==> config.mk <==
export PLATFORM = sky130hd
export DESIGN_NAME = mouse_decoder
export DESIGN_NICKNAME = d
export VERILOG_FILES = /design/src/rtl/mouse_pkg.sv /design/src/rtl/button_debouncer.sv /design/src/rtl/mouse_decoder.sv
export SDC_FILE = /design/constraint.sdc
export NUM_CORES = 1
export LEC_CHECK = 0
export CAP_MARGIN = 20
export CORE_ASPECT_RATIO = 1.5
export CORE_MARGIN = 2
export CORE_UTILIZATION = 53
export CTS_BUF_LIST = sky130_fd_sc_hd__clkbuf_4 sky130_fd_sc_hd__clkbuf_8 sky130_fd_sc_hd__clkbuf_16
export DETAILED_ROUTE_END_ITERATION = 10
export GPL_TIMING_DRIVEN = 0
export HOLD_SLACK_MARGIN = 0.12
export PLACE_DENSITY = 0.77
export REMOVE_ABC_BUFFERS = 1
export SYNTH_ARGS = -nofsm -noshare
export SYNTH_HDL_FRONTEND = slang
export SYNTH_HIERARCHICAL = 1
export SYNTH_SLANG_ARGS = --single-unit
==> constraint.sdc <==
create_clock -name clock -period 3.1 [get_ports clock]
set_clock_uncertainty 0.1 [all_clocks]
set_input_delay 0.93 -clock clock [delete_from_list [all_inputs] [get_ports clock]]
set_output_delay 0.93 -clock clock [all_outputs]
set_load 0.1 [all_outputs]
==> src/rtl/mouse_pkg.sv <==
// rtl/mouse_pkg.sv - shared types, constants and quadrature decode for mouse_decoder
package mouse_pkg;

  localparam int unsigned MOUSE_WIDTH = 16;

  // Quadrature states in forward order: 00 -> 01 -> 11 -> 10 -> 00
  localparam logic [1:0] Q00 = 2'b00;
  localparam logic [1:0] Q01 = 2'b01;
  localparam logic [1:0] Q11 = 2'b11;
  localparam logic [1:0] Q10 = 2'b10;

  typedef enum logic [1:0] {
    STEP_NONE,
    STEP_INC,
    STEP_DEC,
    STEP_ILLEGAL
  } step_e;

  // Position of a quadrature state along the forward cycle, so a step is a mod-4 difference
  function automatic logic [1:0] quad_phase(input logic [1:0] q);
    logic [1:0] phase;
    phase = 2'd0;
    case (q)
      Q00: phase = 2'd0;
      Q01: phase = 2'd1;
      Q11: phase = 2'd2;
      Q10: phase = 2'd3;
    endcase
    return phase;
  endfunction

  // +1 phase is forward, -1 is reverse, 0 is idle, 2 means both lines flipped at once
  function automatic step_e quad_step(input logic [1:0] prev_q, input logic [1:0] cur_q);
    logic [1:0] delta;
    step_e      step;
    delta = quad_phase(cur_q) - quad_phase(prev_q);
    case (delta)
      2'd0:    step = STEP_NONE;
      2'd1:    step = STEP_INC;
      2'd3:    step = STEP_DEC;
      default: step = STEP_ILLEGAL;
    endcase
    return step;
  endfunction

endpackage

==> src/rtl/button_debouncer.sv <==
// rtl/button_debouncer.sv - two-flop synchronizer plus stable-count debounce for a push input
module button_debouncer #(
  parameter int unsigned DEBOUNCE_CYCLES = 4
) (
  input  logic clock,
  input  logic reset_,
  input  logic raw,
  output logic level
);

  // Counter must reach DEBOUNCE_CYCLES-1; sized with +1 so DEBOUNCE_CYCLES=1 still gets one bit
  localparam int unsigned     CW       = $clog2(DEBOUNCE_CYCLES + 1);
  localparam logic [CW-1:0]   CNT_LAST = CW'(DEBOUNCE_CYCLES - 1);

  logic          sync1;
  logic          sync2;
  logic [CW-1:0] cnt;

  // Bring the asynchronous button into the clock domain
  always_ff @(posedge clock) begin
    if (reset_) begin
      sync1 <= 1'b0;
      sync2 <= 1'b0;
    end else begin
      sync1 <= raw;
      sync2 <= sync1;
    end
  end

  // Accept a new level only after DEBOUNCE_CYCLES consecutive disagreeing samples
  always_ff @(posedge clock) begin
    if (reset_) begin
      cnt   <= '0;
      level <= 1'b0;
    end else if (sync2 == level) begin
      cnt <= '0;
    end else if (cnt == CNT_LAST) begin
      level <= sync2;
      cnt   <= '0;
    end else begin
      cnt <= cnt + CW'(1);
    end
  end

endmodule

==> src/rtl/mouse_decoder.sv <==
// rtl/mouse_decoder.sv - quadrature to clamped position plus debounced button
module mouse_decoder
  import mouse_pkg::*;
#(
  parameter int unsigned      WIDTH           = MOUSE_WIDTH,
  parameter logic [WIDTH-1:0] X_MAX           = {WIDTH{1'b1}},
  parameter logic [WIDTH-1:0] X_RESET         = '0,
  parameter int unsigned      DEBOUNCE_CYCLES = 4
) (
  input  logic             clock,
  input  logic             reset_,
  input  logic             quad_a,
  input  logic             quad_b,
  input  logic             button,
  output logic [WIDTH-1:0] mouse_x,
  output logic             mouse_pressed_,
  output logic             moved,
  output logic             error
);

  localparam logic [1:0] WARMUP_EDGES = 2'd2;

  logic [1:0]       q_sync1;
  logic [1:0]       q_sync2;
  logic [1:0]       prev;
  logic [1:0]       warm_cnt;
  logic             decode_en;
  step_e            step;
  logic [WIDTH-1:0] x_next;

  assign decode_en = (warm_cnt == WARMUP_EDGES);

  // Bring both quadrature lines into the clock domain together
  always_ff @(posedge clock) begin
    if (reset_) begin
      q_sync1 <= 2'b00;
      q_sync2 <= 2'b00;
    end else begin
      q_sync1 <= {quad_a, quad_b};
      q_sync2 <= q_sync1;
    end
  end

  // Warm-up counter and previous-state register; while warming, prev tracks the value
  // the synchronizer is about to present so a resting input never looks like a jump
  always_ff @(posedge clock) begin
    if (reset_) begin
      warm_cnt <= 2'd0;
      prev     <= 2'b00;
    end else begin
      if (!decode_en) begin
        warm_cnt <= warm_cnt + 2'd1;
      end
      prev <= decode_en ? q_sync2 : q_sync1;
    end
  end

  // Decode this edge's step and apply it with saturation at 0 and X_MAX
  always_comb begin
    step   = STEP_NONE;
    x_next = mouse_x;
    if (decode_en) begin
      step = quad_step(prev, q_sync2);
    end
    case (step)
      STEP_INC: if (mouse_x < X_MAX) x_next = mouse_x + WIDTH'(1);
      STEP_DEC: if (mouse_x != '0)   x_next = mouse_x - WIDTH'(1);
      default:  ;
    endcase
  end

  // Position, move pulse and sticky error flag
  always_ff @(posedge clock) begin
    if (reset_) begin
      mouse_x <= X_RESET;
      moved   <= 1'b0;
      error   <= 1'b0;
    end else begin
      mouse_x <= x_next;
      moved   <= (x_next != mouse_x);
      if (step == STEP_ILLEGAL) begin
        error <= 1'b1;
      end
    end
  end

  button_debouncer #(
    .DEBOUNCE_CYCLES(DEBOUNCE_CYCLES)
  ) u_button (
    .clock (clock),
    .reset_(reset_),
    .raw   (button),
    .level (mouse_pressed_)
  );

endmodule

* Yosys cells after proc, flatten, opt, wreduce, memory -nomap -nowiden
Cells that the tools add are included.
** Operators by class
- Add/subtract/negate cells :: 5
- Order comparisons :: 1
- Eq/ne operators :: 15
- Muxes and demuxes :: 10
- Bitwise logic cells :: 1
- Reduce and logical (&&, ||, !) cells :: 6
** Operators with widths (count)
- $mux 16 :: 2
- $pmux 16 s2 :: 1
- $add 16x1->16 const B :: 1
- $eq 2x2->1 const B :: 8
- $lt 16x16->1 const B :: 1
- $ne 16x16->1 :: 1
- $pmux 2 s4 :: 2
- $reduce_bool 16->1 :: 1
- $sub 16x1->16 const B :: 1
- $eq 2x1->1 const B :: 4
- $mux 2 :: 4
- $logic_not 2->1 :: 3
- $pmux 2 s3 :: 1
- $add 3x1->3 const B :: 1
- $eq 3x2->1 const B :: 1
- $reduce_or 3->1 :: 1
- $add 2x1->2 const B :: 1
- $reduce_and 2->1 :: 1
- $sub 2x2->2 :: 1
- $eq 1x1->1 :: 1
- $not 1->1 :: 1
** Storage, ports and cells
- Register bits :: 32
- Input bits :: 5
- Logic and storage cells :: 49

* Longest topological paths before layout
- Word-level depth :: 10
- Gate-level depth with buffers :: 17

* By module
The synthesis kept the hierarchy.
** By module, submodules not included
- mouse_decoder :: instances 1, cells an instance 382, area each 2622.5 um2
- button_debouncer :: instances 1, cells an instance 17, area each 211.5 um2

* Worst setup path after synthesis
No wires, ideal clock.
- Path kind :: flip-flop to flip-flop
- From :: register q_sync2[1]
- To :: register mouse_x[15]
- Setup time :: 0.128 ns
- Arrival :: 3.136 ns
- Required time :: 2.872 ns
- Path slack :: -0.263 ns
- Stages on the path, launching flop included :: 16
- Path buffers :: 3
- Clock period less this slack :: 3.363 ns
- Cells stage by stage :: dfxtp_1 > inv_1 > ha_1 > inv_1 > ha_1 > xnor2_1 > xnor2_1 > ha_1 > and2_1 > ha_1 > clkbuf_1 > clkbuf_1 > buf_1 > nand2_1 > a222oi_1 > nor2_1
** On the way
- Word-level cells in the longest chain between the ends :: 9
- Elaborated cells between the ends (all ways) :: 15
- Those cells by class :: 1 x add/sub; 7 x eq/ne; 5 x mux; 2 x reduce/logical
** Ends and longest elaborated chain
- start: declaration :: line mouse_decoder.sv:24 : logic [1:0] q_sync2;
- start signal: assignment :: line mouse_decoder.sv:40 : q_sync2 <= q_sync1;
- $eq 2x2->1, or another cell as far along :: line mouse_pkg.sv:23 : case (q)
- $pmux 2 s4 (*) :: line mouse_pkg.sv:23
- $mux 2 (*) :: line mouse_decoder.sv:62 : if (decode_en) begin
- $sub 2x2->2 (*) :: line mouse_pkg.sv:36 : delta = quad_phase(cur_q) - quad_phase(prev_q);
- $eq 2x2->1, or another cell as far along :: line mouse_pkg.sv:37 : case (delta)
- $pmux 2 s3 (*) :: line mouse_pkg.sv:37
- $mux 2 (*) :: line mouse_decoder.sv:62
- $eq 2x2->1 / $eq 2x1->1 (equally long branches) :: line mouse_decoder.sv:65 : case (step)
- $pmux 16 s2 (*) :: line mouse_decoder.sv:65
- end signal: assignment :: line mouse_decoder.sv:79 : mouse_x <= x_next;
- end: declaration :: line mouse_decoder.sv:15 : output logic [WIDTH-1:0] mouse_x,
Every way passes the cells marked *; elsewhere a longest branch is shown, timed or not. The select of a mux whose other input is x is not followed.
A chain may end at the register's enable or synchronous reset.

* Final worst setup path
- From :: register q_sync2[0]
- To :: register moved
** On the way
- Word-level cells in the longest chain between the ends :: 10
- Elaborated cells between the ends (all ways) :: 16
- Those cells by class :: 1 x add/sub; 8 x eq/ne; 5 x mux; 2 x reduce/logical
** Ends and longest elaborated chain
- $eq 2x2->1, or another cell as far along :: line mouse_pkg.sv:23
- $pmux 2 s4 (*) :: line mouse_pkg.sv:23
- $mux 2 (*) :: line mouse_decoder.sv:62
- $sub 2x2->2 (*) :: line mouse_pkg.sv:36
- $eq 2x2->1, or another cell as far along :: line mouse_pkg.sv:37
- $pmux 2 s3 (*) :: line mouse_pkg.sv:37
- $mux 2 (*) :: line mouse_decoder.sv:62
- $eq 2x2->1 / $eq 2x1->1 (equally long branches) :: line mouse_decoder.sv:65
- $pmux 16 s2 (*) :: line mouse_decoder.sv:65
- $ne 16x16->1 (*) :: line mouse_decoder.sv:80 : moved <= (x_next != mouse_x);
- end signal: assignment :: line mouse_decoder.sv:80
- end: declaration :: line mouse_decoder.sv:17 : output logic moved,
Marks and branches as above.

==> summary.md <==
| Metric | Value |
|---|---|
| Crit share post-route | 108% |
| Final hold slack | 334 ps |
| Fmax | 299 MHz |
| Total grt overflow | 0 |
| Fin cells | 494 |
| Failing checks | negative setup slack |
| Status | complete, but fails checks |
| Primary FF master, synth | dfxtp_1 |
| Share of layout cells above drive strength 1 | 22.8% |
| Routed Antenna Nets | 0 |
| Final HPWL DP | 5420 µm |
| H-tree Lvls | 2 |
| Max Root-Sink Buffers | 2 |
| Critical Path AT | 3380 ps |
| Max cap viols | 0 |
| TritonRoute pass-1 iters | 5 |
| Area grow syn2layout | 31.9% |
| Synthesized area per cell | 7.10 µm² |
| RSZ-0062 raised after global routing | yes |
| Startpoint types | flip-flop |
| Core area | 5160 µm² |
| # placed instances | 457 |
| Chip width | 63.7 µm |
| Worst R2R Start | q_sync2[0]$_SDFF_PP0_ |
| Worst hold path class | flip-flop to flip-flop |
| Die Area | 5960 µm² |
| Worst VDD drop | 257 µV |
| WL final | 9600 µm |
| Worst-Skew Late Latency | 300 ps |
| PnR Total Power | 0.00173 W |
| Post-Syn Instances | 399 |
| Number of port buffers | 23 |
| Commonest non-fill, non-tap cells in the layout | nand2_1, nor2_1, dfxtp_1, a21oi_1, buf_4 |
| Root Driver | clkbuf_8 |
| Commonest non-fill, non-tap cell in the layout | nand2_1 |
| Ys async rst share | 0% |
| Routed via count | 3,274 |
| Post-Place Cell Area | 3050 µm² |
| Crit path capture type | flip-flop |
| Synth area leader | dfxtp_1 |
| Max-slew violations | 0 |
| DRC | 0 |
| PwrDens | 463 nW/µm² |
| Worst slew pin tran | 991 ps |
| Sink Count | 32 |
| IO Count | 24 |
| Global-route wire length before repair | 14,200 µm |
| Reg clk slew, reported paths | 80 ps |
| Total track usage | 30.3% |
| Mapped Area | 2830 µm² |
| Core Rows | 32 |
| DR vias/cell | 6.63 |
| CTS Buf Count | 5 |
| Nets | 447 |
| Post-route worst setup slack | -243 ps |
| Setup violators final | 1 |
| Critical Path Start | q_sync2[0]$_SDFF_PP0_ |
| Count of different cell masters after synthesis | 59 |
| Hold Fails Final Rpt | 0 |
| Hold Crit Start | u_button/cnt[0]$_SDFF_PP0_ |
| Critical path peak fanout | 12 |
| # diodes | 0 |
| CTS tree | yes |
| Vias in the first global route | 2,910 |
| Post-Layout Inst Area | 3740 µm² |
| FF+latch count, synth | 32 |
| Relative slew margins | 33.7% |
| Setup WS pre-CTS | -1720 ps |
| Placer congestion estimate | 0.937 |
| Detailed Route Iter0 Violations | 334 |
| Post-synthesis sequential area ratio | 22.6% |
| Yosys warning count | 6 |
| Initial antenna violation count | 0 |
| Initial core utilization | 54.9% |
| Min Clock Period, post-route | 3340 ps |
| Pin count of the biggest net entering global routing | 22 |
| CP Class | flip-flop to flip-flop |
| Average wire per standard cell | 19.4 µm |
| Top cells by area, synth | dfxtp_1, ha_1, nand2_1, nor2_1, a21oi_1 |
| LEAKAGE | 1.44 nW |
| CP Data Required Time | 3140 ps |
| EDFF count, synth | 0 |
| Die Ht | 93.6 µm |
| Post-synth top area share | 22.6% |
cell type report:
class	instances	area (µm²)
Multi-Input combinational cell	312	2250
Fill cell	394	1430
Sequential cell	32	647
Timing Repair Buffer	54	548
Inverter	20	100
Tap cell	68	85.1
Clock buffer	5	68.8
Clock inverter	3	42.5
registers in the layout (all words and copies together), names as in the netlist:
register,cells
error,1
mouse_x,16
moved,1
prev,2
q_sync1,2
q_sync2,2
u_button/cnt,3
u_button/level,1
u_button/sync1,1
u_button/sync2,1
warm_cnt,2
final timing paths:
kind / endpoint / slack, ps / cells past startpoint
hold reg to reg: u_button/cnt[0]$_SDFF_PP0_ / 330 / 1
setup / recovery: moved$_SDFF_PP0_ / -240 / 17
setup reg to reg: moved$_SDFF_PP0_ / -240 / 17
hold / removal: u_button/cnt[0]$_SDFF_PP0_ / 330 / 1
power by group:
part / total, W / switching [W] / leakage, nW / internal, W
logic: 0.000846 / 0.000503 / 1.13 / 0.000342
registers: 0.000464 / 0.0000270 / 0.262 / 0.000437
clock network: 0.000422 / 0.000184 / 0.0541 / 0.000238
kinds of logic after synthesis:
| logic type | count (synthesis) | share of synthesized area (%) |
|---|---|---|
| buf+inv | 55 | 8.04 |
| mux | 13 | 4.81 |
| compound gates | 96 | 22.2 |
| flops | 32 | 22.6 |
| simple gates | 180 | 33.0 |
| fa+ha+maj | 17 | 7.51 |
| xor+xnor | 6 | 1.85 |
timing repair:
item,CTS,global route
endpoints found under the setup margin,29,11
buffers inserted,20,8
endpoints found under the hold margin,0,0
resized for setup,64,29
pin swaps,16,10
gates cloned,0,1
hold buffers,0,0
layer usage:
| metal | track usage (%) | vias up | routed length (µm) |
|---|---|---|---|
| li1 | - | 1506 | - |
| met1 | 35.2 | 1503 | 3560 |
| met2 | 50.3 | 208 | 4700 |
| met3 | 4.69 | 57 | 759 |
| met4 | 21.4 | 0 | 569 |
| met5 | 0 | - | 0 |
cells in the mapped netlist (3+ instances only):
| cell | count |
|---|---|
| nand2_1 | 47 |
| o211ai_1 | 6 |
| nor2_1 | 39 |
| buf_2 | 5 |
| xnor2_1 | 5 |
| a211oi_1 | 5 |
| a31oi_1 | 8 |
| mux2_2 | 4 |
| inv_1 | 18 |
| nand4_1 | 7 |
| dfxtp_1 | 32 |
| mux2i_1 | 8 |
| o21ai_0 | 19 |
| buf_1 | 3 |
| nand3_1 | 14 |
| o311ai_0 | 3 |
| clkbuf_1 | 25 |
| nor3b_1 | 4 |
| o22ai_1 | 3 |
| o31ai_1 | 3 |
| nor3_1 | 12 |
| nor2b_1 | 9 |
| a21oi_1 | 25 |
| or3_1 | 5 |
| nor4_1 | 12 |
| o41ai_1 | 3 |
| nand2b_1 | 5 |
| or4_1 | 5 |
| a22oi_1 | 3 |
| ha_1 | 17 |
| and2_1 | 3 |
critical path, stage by stage, from the launching register on:
cell and delay, ps:
dfxtp_2 330, inv_2 50, ha_4 260, inv_4 30, ha_4 160, xnor2_4 170
xnor2_2 140, ha_1 180, o21a_2 220, inv_1 90, ha_4 220, buf_4 140
nand3_1 70, o22ai_1 90, a31oi_1 250, o21ai_1 130, nor4_2 340, a41oi_2 200
per-stage QoR:
step	TNS [ps]	utilization [%]
after floorplan	-4720	-
after global placement	-16610	58.0
after detailed placement	-12190	59.1
after CTS	-128	68.4
after global routing	-444	72.4
final	-243	72.4
No activity file was read; power rests on OpenSTA's default activity.
